===== src/rtl/hazard_tracker_if.sv =====
// D-stage hazard query bundle: instruction fields in, stall and forwarding selects out.
// master drives the D-stage fields; slave is the tracker.
interface hazard_tracker_if #(
  parameter int unsigned ADDR_W = 5
);
  logic [ADDR_W-1:0] A1D;
  logic [ADDR_W-1:0] A2D;
  logic [ADDR_W-1:0] A3D;
  logic [1:0]        TuseD;
  logic [1:0]        TnewD;
  logic              RegWriteD;
  logic              Stall;
  logic [1:0]        FwdRsD;
  logic [1:0]        FwdRtD;
  logic [1:0]        FwdRsE;
  logic [1:0]        FwdRtE;
  logic              FwdRtM;

  modport master (
    output A1D, A2D, A3D, TuseD, TnewD, RegWriteD,
    input  Stall, FwdRsD, FwdRtD, FwdRsE, FwdRtE, FwdRtM
  );

  modport slave (
    input  A1D, A2D, A3D, TuseD, TnewD, RegWriteD,
    output Stall, FwdRsD, FwdRtD, FwdRsE, FwdRtE, FwdRtM
  );
endinterface


===== src/rtl/hazard_tracker.sv =====
// Tuse/Tnew hazard unit for a 5-stage pipeline: tracks E/M/W destinations and
// produces the D-stage stall plus D/E/M forwarding selects.
module hazard_tracker #(
  parameter int unsigned ADDR_W = 5
) (
  input  logic            clk,
  input  logic            reset,
  hazard_tracker_if.slave hz
);

  localparam int unsigned TW = 2;

  // E-stage tracking registers
  logic [ADDR_W-1:0] A1E;
  logic [ADDR_W-1:0] A2E;
  logic [ADDR_W-1:0] A3E;
  logic [TW-1:0]     TnewE;
  logic              RegWriteE;

  // M-stage tracking registers
  logic [ADDR_W-1:0] A2M;
  logic [ADDR_W-1:0] A3M;
  logic [TW-1:0]     TnewM;
  logic              RegWriteM;

  // W-stage tracking registers
  logic [ADDR_W-1:0] A3W;
  logic              RegWriteW;

  // Producer hits: <consumer operand>_<producer stage>
  logic rs_e, rs_m, rs_w;
  logic rt_e, rt_m, rt_w;
  logic ers_m, ers_w;
  logic ert_m, ert_w;
  logic mrt_w;

  logic          stall_rs;
  logic          stall_rt;
  logic          stall_c;
  logic [1:0]    fwd_rs_d;
  logic [1:0]    fwd_rt_d;
  logic [1:0]    fwd_rs_e;
  logic [1:0]    fwd_rt_e;
  logic          fwd_rt_m;

  function automatic logic is_prod(input logic              rw,
                                   input logic [ADDR_W-1:0] a3,
                                   input logic [ADDR_W-1:0] x);
    return rw && (a3 == x) && (x != '0);
  endfunction

  function automatic logic [TW-1:0] tnew_dec(input logic [TW-1:0] t);
    return (t == '0) ? '0 : TW'(t - TW'(1));
  endfunction

  // Nearest producer wins: E (1), then M (2), then W (3)
  function automatic logic [1:0] pick(input logic e, input logic m, input logic w);
    logic [1:0] s;
    s = 2'd0;
    if (e)      s = 2'd1;
    else if (m) s = 2'd2;
    else if (w) s = 2'd3;
    return s;
  endfunction

  always_comb begin
    rs_e  = is_prod(RegWriteE, A3E, hz.A1D);
    rs_m  = is_prod(RegWriteM, A3M, hz.A1D);
    rs_w  = is_prod(RegWriteW, A3W, hz.A1D);
    rt_e  = is_prod(RegWriteE, A3E, hz.A2D);
    rt_m  = is_prod(RegWriteM, A3M, hz.A2D);
    rt_w  = is_prod(RegWriteW, A3W, hz.A2D);
    ers_m = is_prod(RegWriteM, A3M, A1E);
    ers_w = is_prod(RegWriteW, A3W, A1E);
    ert_m = is_prod(RegWriteM, A3M, A2E);
    ert_w = is_prod(RegWriteW, A3W, A2E);
    mrt_w = is_prod(RegWriteW, A3W, A2M);
  end

  // A younger E producer shadows M, so only its Tnew matters when present
  always_comb begin
    stall_rs = 1'b0;
    stall_rt = 1'b0;
    if (rs_e)      stall_rs = (TnewE > hz.TuseD);
    else if (rs_m) stall_rs = (TnewM > hz.TuseD);
    if (rt_e)      stall_rt = (TnewE > hz.TuseD);
    else if (rt_m) stall_rt = (TnewM > hz.TuseD);
    stall_c = stall_rs | stall_rt;
  end

  always_comb begin
    fwd_rs_d = pick(rs_e, rs_m, rs_w);
    fwd_rt_d = pick(rt_e, rt_m, rt_w);
    fwd_rs_e = pick(1'b0, ers_m, ers_w);
    fwd_rt_e = pick(1'b0, ert_m, ert_w);
    fwd_rt_m = mrt_w;
  end

  assign hz.Stall  = stall_c;
  assign hz.FwdRsD = fwd_rs_d;
  assign hz.FwdRtD = fwd_rt_d;
  assign hz.FwdRsE = fwd_rs_e;
  assign hz.FwdRtE = fwd_rt_e;
  assign hz.FwdRtM = fwd_rt_m;

  // E loads a bubble on stall; M and W always advance
  always_ff @(posedge clk) begin
    if (!reset) begin
      A1E       <= '0;
      A2E       <= '0;
      A3E       <= '0;
      TnewE     <= '0;
      RegWriteE <= 1'b0;
      A2M       <= '0;
      A3M       <= '0;
      TnewM     <= '0;
      RegWriteM <= 1'b0;
      A3W       <= '0;
      RegWriteW <= 1'b0;
    end else begin
      if (stall_c) begin
        A1E       <= '0;
        A2E       <= '0;
        A3E       <= '0;
        TnewE     <= '0;
        RegWriteE <= 1'b0;
      end else begin
        A1E       <= hz.A1D;
        A2E       <= hz.A2D;
        A3E       <= hz.A3D;
        TnewE     <= tnew_dec(hz.TnewD);
        RegWriteE <= hz.RegWriteD;
      end
      A2M       <= A2E;
      A3M       <= A3E;
      TnewM     <= tnew_dec(TnewE);
      RegWriteM <= RegWriteE;
      A3W       <= A3M;
      RegWriteW <= RegWriteM;
    end
  end

endmodule


===== src/flat_wrapper.sv =====
// flat-port wrapper written by rule: the top's interface ports become plain ports
module hazard_tracker_flat 
#(
  parameter int unsigned ADDR_W = 5
)
  (clk, reset, hz_A1D, hz_A2D, hz_A3D, hz_TuseD, hz_TnewD, hz_RegWriteD, hz_Stall, hz_FwdRsD, hz_FwdRtD, hz_FwdRsE, hz_FwdRtE, hz_FwdRtM);
  hazard_tracker_if #(.ADDR_W(ADDR_W)) hz_i ();
  input  logic clk;
  input  logic reset;
  input wire logic [$bits(hz_i.A1D)-1:0] hz_A1D;
  input wire logic [$bits(hz_i.A2D)-1:0] hz_A2D;
  input wire logic [$bits(hz_i.A3D)-1:0] hz_A3D;
  input wire logic [$bits(hz_i.TuseD)-1:0] hz_TuseD;
  input wire logic [$bits(hz_i.TnewD)-1:0] hz_TnewD;
  input wire logic [$bits(hz_i.RegWriteD)-1:0] hz_RegWriteD;
  output wire logic [$bits(hz_i.Stall)-1:0] hz_Stall;
  output wire logic [$bits(hz_i.FwdRsD)-1:0] hz_FwdRsD;
  output wire logic [$bits(hz_i.FwdRtD)-1:0] hz_FwdRtD;
  output wire logic [$bits(hz_i.FwdRsE)-1:0] hz_FwdRsE;
  output wire logic [$bits(hz_i.FwdRtE)-1:0] hz_FwdRtE;
  output wire logic [$bits(hz_i.FwdRtM)-1:0] hz_FwdRtM;
  assign hz_i.A1D = hz_A1D;
  assign hz_i.A2D = hz_A2D;
  assign hz_i.A3D = hz_A3D;
  assign hz_i.TuseD = hz_TuseD;
  assign hz_i.TnewD = hz_TnewD;
  assign hz_i.RegWriteD = hz_RegWriteD;
  assign hz_Stall = hz_i.Stall;
  assign hz_FwdRsD = hz_i.FwdRsD;
  assign hz_FwdRtD = hz_i.FwdRtD;
  assign hz_FwdRsE = hz_i.FwdRsE;
  assign hz_FwdRtE = hz_i.FwdRtE;
  assign hz_FwdRtM = hz_i.FwdRtM;
  hazard_tracker #(.ADDR_W(ADDR_W)) u_core (.clk(clk), .reset(reset), .hz(hz_i));
endmodule

===== config.mk =====
export PLATFORM = sky130hd
export DESIGN_NAME = hazard_tracker_flat
export DESIGN_NICKNAME = d
export VERILOG_FILES = /design/src/rtl/hazard_tracker_if.sv /design/src/rtl/hazard_tracker.sv /design/src/flat_wrapper.sv
export SDC_FILE = /design/constraint.sdc
export NUM_CORES = 1
export LEC_CHECK = 0
export BUFFER_PORTS_ARGS = -buffer_cell sky130_fd_sc_hd__buf_2
export CORE_MARGIN = 3
export CORE_UTILIZATION = 61
export CTS_CLUSTER_DIAMETER = 50
export CTS_CLUSTER_SIZE = 28
export DETAILED_ROUTE_END_ITERATION = 10
export PLACE_DENSITY_LB_ADDON = 0.15
export SLEW_MARGIN = 20
export SYNTH_ARGS = -nofsm -noshare
export SYNTH_HDL_FRONTEND = slang
export SYNTH_SLANG_ARGS = --single-unit

===== constraint.sdc =====
create_clock -name clk -period 3.84 [get_ports clk]
set_clock_uncertainty 0.05 [all_clocks]
set_input_delay 0.384 -clock clk [delete_from_list [all_inputs] [get_ports clk]]
set_output_delay 0.384 -clock clk [all_outputs]
set_load 0.02 [all_outputs]

==> impl_metrics.yaml <==
routing:
  dr.pass1.iters: 4
  viasPerCell: 5.36
  vias: 1624
  drc: 0
  routed_wl_um: 4430
  wl_per_cell_um: 14.6
  antenna_left: 0
  drt_iter0_markers: 69
flow_run:
  timing.max_cap.violations: 0
layout:
  area_growth_pct: 9.12
  n_antenna_cell: 0
  final_util_pct: 69.8
  nFillCells: 268
  seqCellArea_um2: 741
  final_cells: 303
  drive_above_1_share_pct: 21.8
  final_cell_area_um2: 2370
  multi_input_area_um2: 1290
  nets: 284
logic_synthesis:
  synth_area_um2: 2170
  yosysWarnings: 0
  yosys.area_share.simple_pct: 22.1
  synthAdderAreaFrac_pct: 3.46
  synth_cell_types: 31
  ys_seq_elements: 37
  syn_avg_cell_area_um2: 9.11
  synth_top_family_by_area: "simple AND/OR/NAND/NOR gates"
  synth-xor-area-share_pct: 21.8
  synth_seq_area_share_pct: 34.2
  synth_cells: 238
  synth_mux_area_share_pct: 0
  synth_compound_area_share_pct: 11.8
  synth_nets: 266
global_route:
  grt_usage_pct: 23.1
  antenna_found_initial: 0
  grt_pass1_wl_um: 7480
  overflow: 0
  grt_pass1_vias: 1542
  grt_max_degree: 37
timing:
  finalHoldViolations: 0
  timing.fmax_mhz: 344
  finalSetupViolCount: 0
  maxSlewHeadroom_pct: 46.9
  rsz0062_at_grt: "no"
  worst_pin_slew_ns: 0.797
  whs_ns: 0.203
  period_share_pct: 75.6
  fin_setup_tns_ns: 0
  drv_slew: 0
  fin_ws_ns: 0.936
  min_period_ns: 2.90
pwr:
  p_leak_nw: 1.01
  p_sw_share_pct: 26.3
  p_comb_share_pct: 14.8
  ir_worst_vdd_mv: 0.245
  p_seq_share_pct: 50.9
  fin_total_pwr_mw: 0.837
  clkPwrFrac_pct: 34.3
  intPower_mw: 0.617
  cellPowerDensity_nw_per_um2: 354
  switchingPower_mw: 0.220
floorplan:
  start_util_pct: 64.0
  dieWidth_um: 65.6
  die_area_um2: 4310
  coreArea_um2: 3390
  row_count: 21
  boundaryPins: 32
  die_h_um: 65.6
clock_network:
  post-cts-setup-buffer-count: 0
  cts_inserted_buffers: 5
  cts.sink_count: 37
  cts_hold_buf: 0
  cts_resized: 0
  root_buffer: "clkbuf_4"
  ctsHtreeMaxLevel: 2
  clock_path_buffers: 2
  cts_tree: "built"
  clk_latency_ns: 0.35
  path_clk_slew_ns: 0.12
placement:
  placed_area_um2: 2280
  io_buffers: 31
  gp_congestion: 0.887
  pre_cts_ws_ns: 1.11
  hpwl_um: 3260
  dp.cells: 295
worst_setup_path:
  critPathKind: "flip-flop to output port"
  critPathCaptureType: "output port"
  critPathArrivalTime_ns: 2.47
  start_kind: "flip-flop"
  reg2regPathDepth: 5
  path_max_fanout: 19
  required_ns: 3.41
min_path:
  hold_path_class: "input port to flip-flop"
  min_path_cells: 3
run_status:
  status: "complete, no violations"
[worst max-delay path: stages, from the launching register on]
cell     delay, ns
dfxtp_1       0.41
xnor2_1       0.14
nand4_1       0.14
nor4_2        0.43
o21a_1        0.71
a21o_1        0.13
buf_2         0.15
[cell families after synthesis]
logic type,Yosys count
XOR/XNOR,54
adder cells (fa/ha/maj),6
buffers and inverters,30
AND/OR/NAND/NOR,83
AO/OA/AOI/OAI,28
flip-flops,37
[layout by cell type (no fill, tap or decap)]
cell type / instances
a21oi_2: 1
and2_1: 17
o21a_1: 1
or2_1: 2
and3_1: 1
bufinv_16: 1
buf_4: 1
nor2b_1: 2
clkbuf_4: 5
xor2_1: 19
a211oi_1: 9
or4_1: 2
nor4_2: 2
nand2b_1: 1
dfxtp_1: 37
nor2_1: 9
or4_4: 2
nand3_1: 1
a21oi_1: 4
nand4_1: 10
nor2_4: 2
clkbuf_8: 1
or3_1: 2
xnor2_1: 35
inv_1: 9
a211oi_2: 9
ha_1: 6
nor4_1: 8
buf_2: 31
nor3_1: 3
nand2_1: 19
o22ai_4: 1
clkbuf_1: 1
a21o_1: 3
[per-layer routing]
| layer | vias to the layer above | routed length, um | part of all wire, % | global-route usage, % |
|---|---|---|---|---|
| met5 | - | 0 | 0 | 0 |
| met4 | 0 | 72 | 1.6 | 10.1 |
| met2 | 32 | 2130 | 48 | 37.7 |
| met1 | 755 | 2070 | 47 | 29.6 |
| li1 | 832 | - | - | - |
| met3 | 5 | 162 | 3.7 | 4.10 |
[worst paths after layout]
kind	from	end	slack [ns]
setup reg to reg	u_core.A3E[4]	u_core.A1E[0]	1.66
hold / removal	hz_A3D[2]	u_core.A3E[2]	0.20
hold reg to reg	u_core.TnewE[0]	u_core.TnewM[0]	0.38
setup / recovery	u_core.A3E[4]	hz_Stall	0.94
[power by group through the flow]
stage	Combinational, mW	Sequential, mW	Clock [mW]
2_1_floorplan	0.101	0.422	0
3_3_place_gp	0.122	0.435	0
3_5_place_dp	0.124	0.435	0
4_1_cts	0.124	0.426	0.292
5_1_grt	0.140	0.429	0.312
6_report	0.124	0.426	0.287
[Yosys cell counts, drive strengths merged]
cell type,number,share of area [%]
nand4,10,2.9
dfxtp,37,34
nand3,1,0.23
xor2,19,7.7
or2,2,0.58
o22ai,1,0.92
and3,1,0.29
nor2,11,2.6
buf,7,2.7
nor4,10,3.5
a21oi,5,1.2
clkbuf,14,2.4
inv,9,1.6
o21a,1,0.35
nor3,3,0.69
a211oi,18,8.3
or4,4,1.7
a21o,3,1.0
nand2,19,3.3
or3,2,0.58
nor2b,2,0.58
and2,17,4.9
ha,6,3.5
nand2b,1,0.29
xnor2,35,14
[registers in the layout, indices dropped and copies added, names as in the netlist]
| name | cells |
|---|---|
| u_core.A2E | 5 |
| u_core.A3E | 5 |
| u_core.TnewE | 2 |
| u_core.RegWriteE | 1 |
| u_core.RegWriteW | 1 |
| u_core.A3W | 5 |
| u_core.TnewM | 2 |
| u_core.A3M | 5 |
| u_core.A2M | 5 |
| u_core.A1E | 5 |
| u_core.RegWriteM | 1 |
[final cells by class]
cell class / instances / area share, %
well taps: 46 / 2.43
inverters: 9 / 1.43
clock inverters: 1 / 1.27
clock buffers: 7 / 2.33
flip-flops and latches: 37 / 31.3
multi-input cells: 171 / 54.4
repair buffers: 32 / 6.87
No activity file was read; power rests on OpenSTA's default activity.
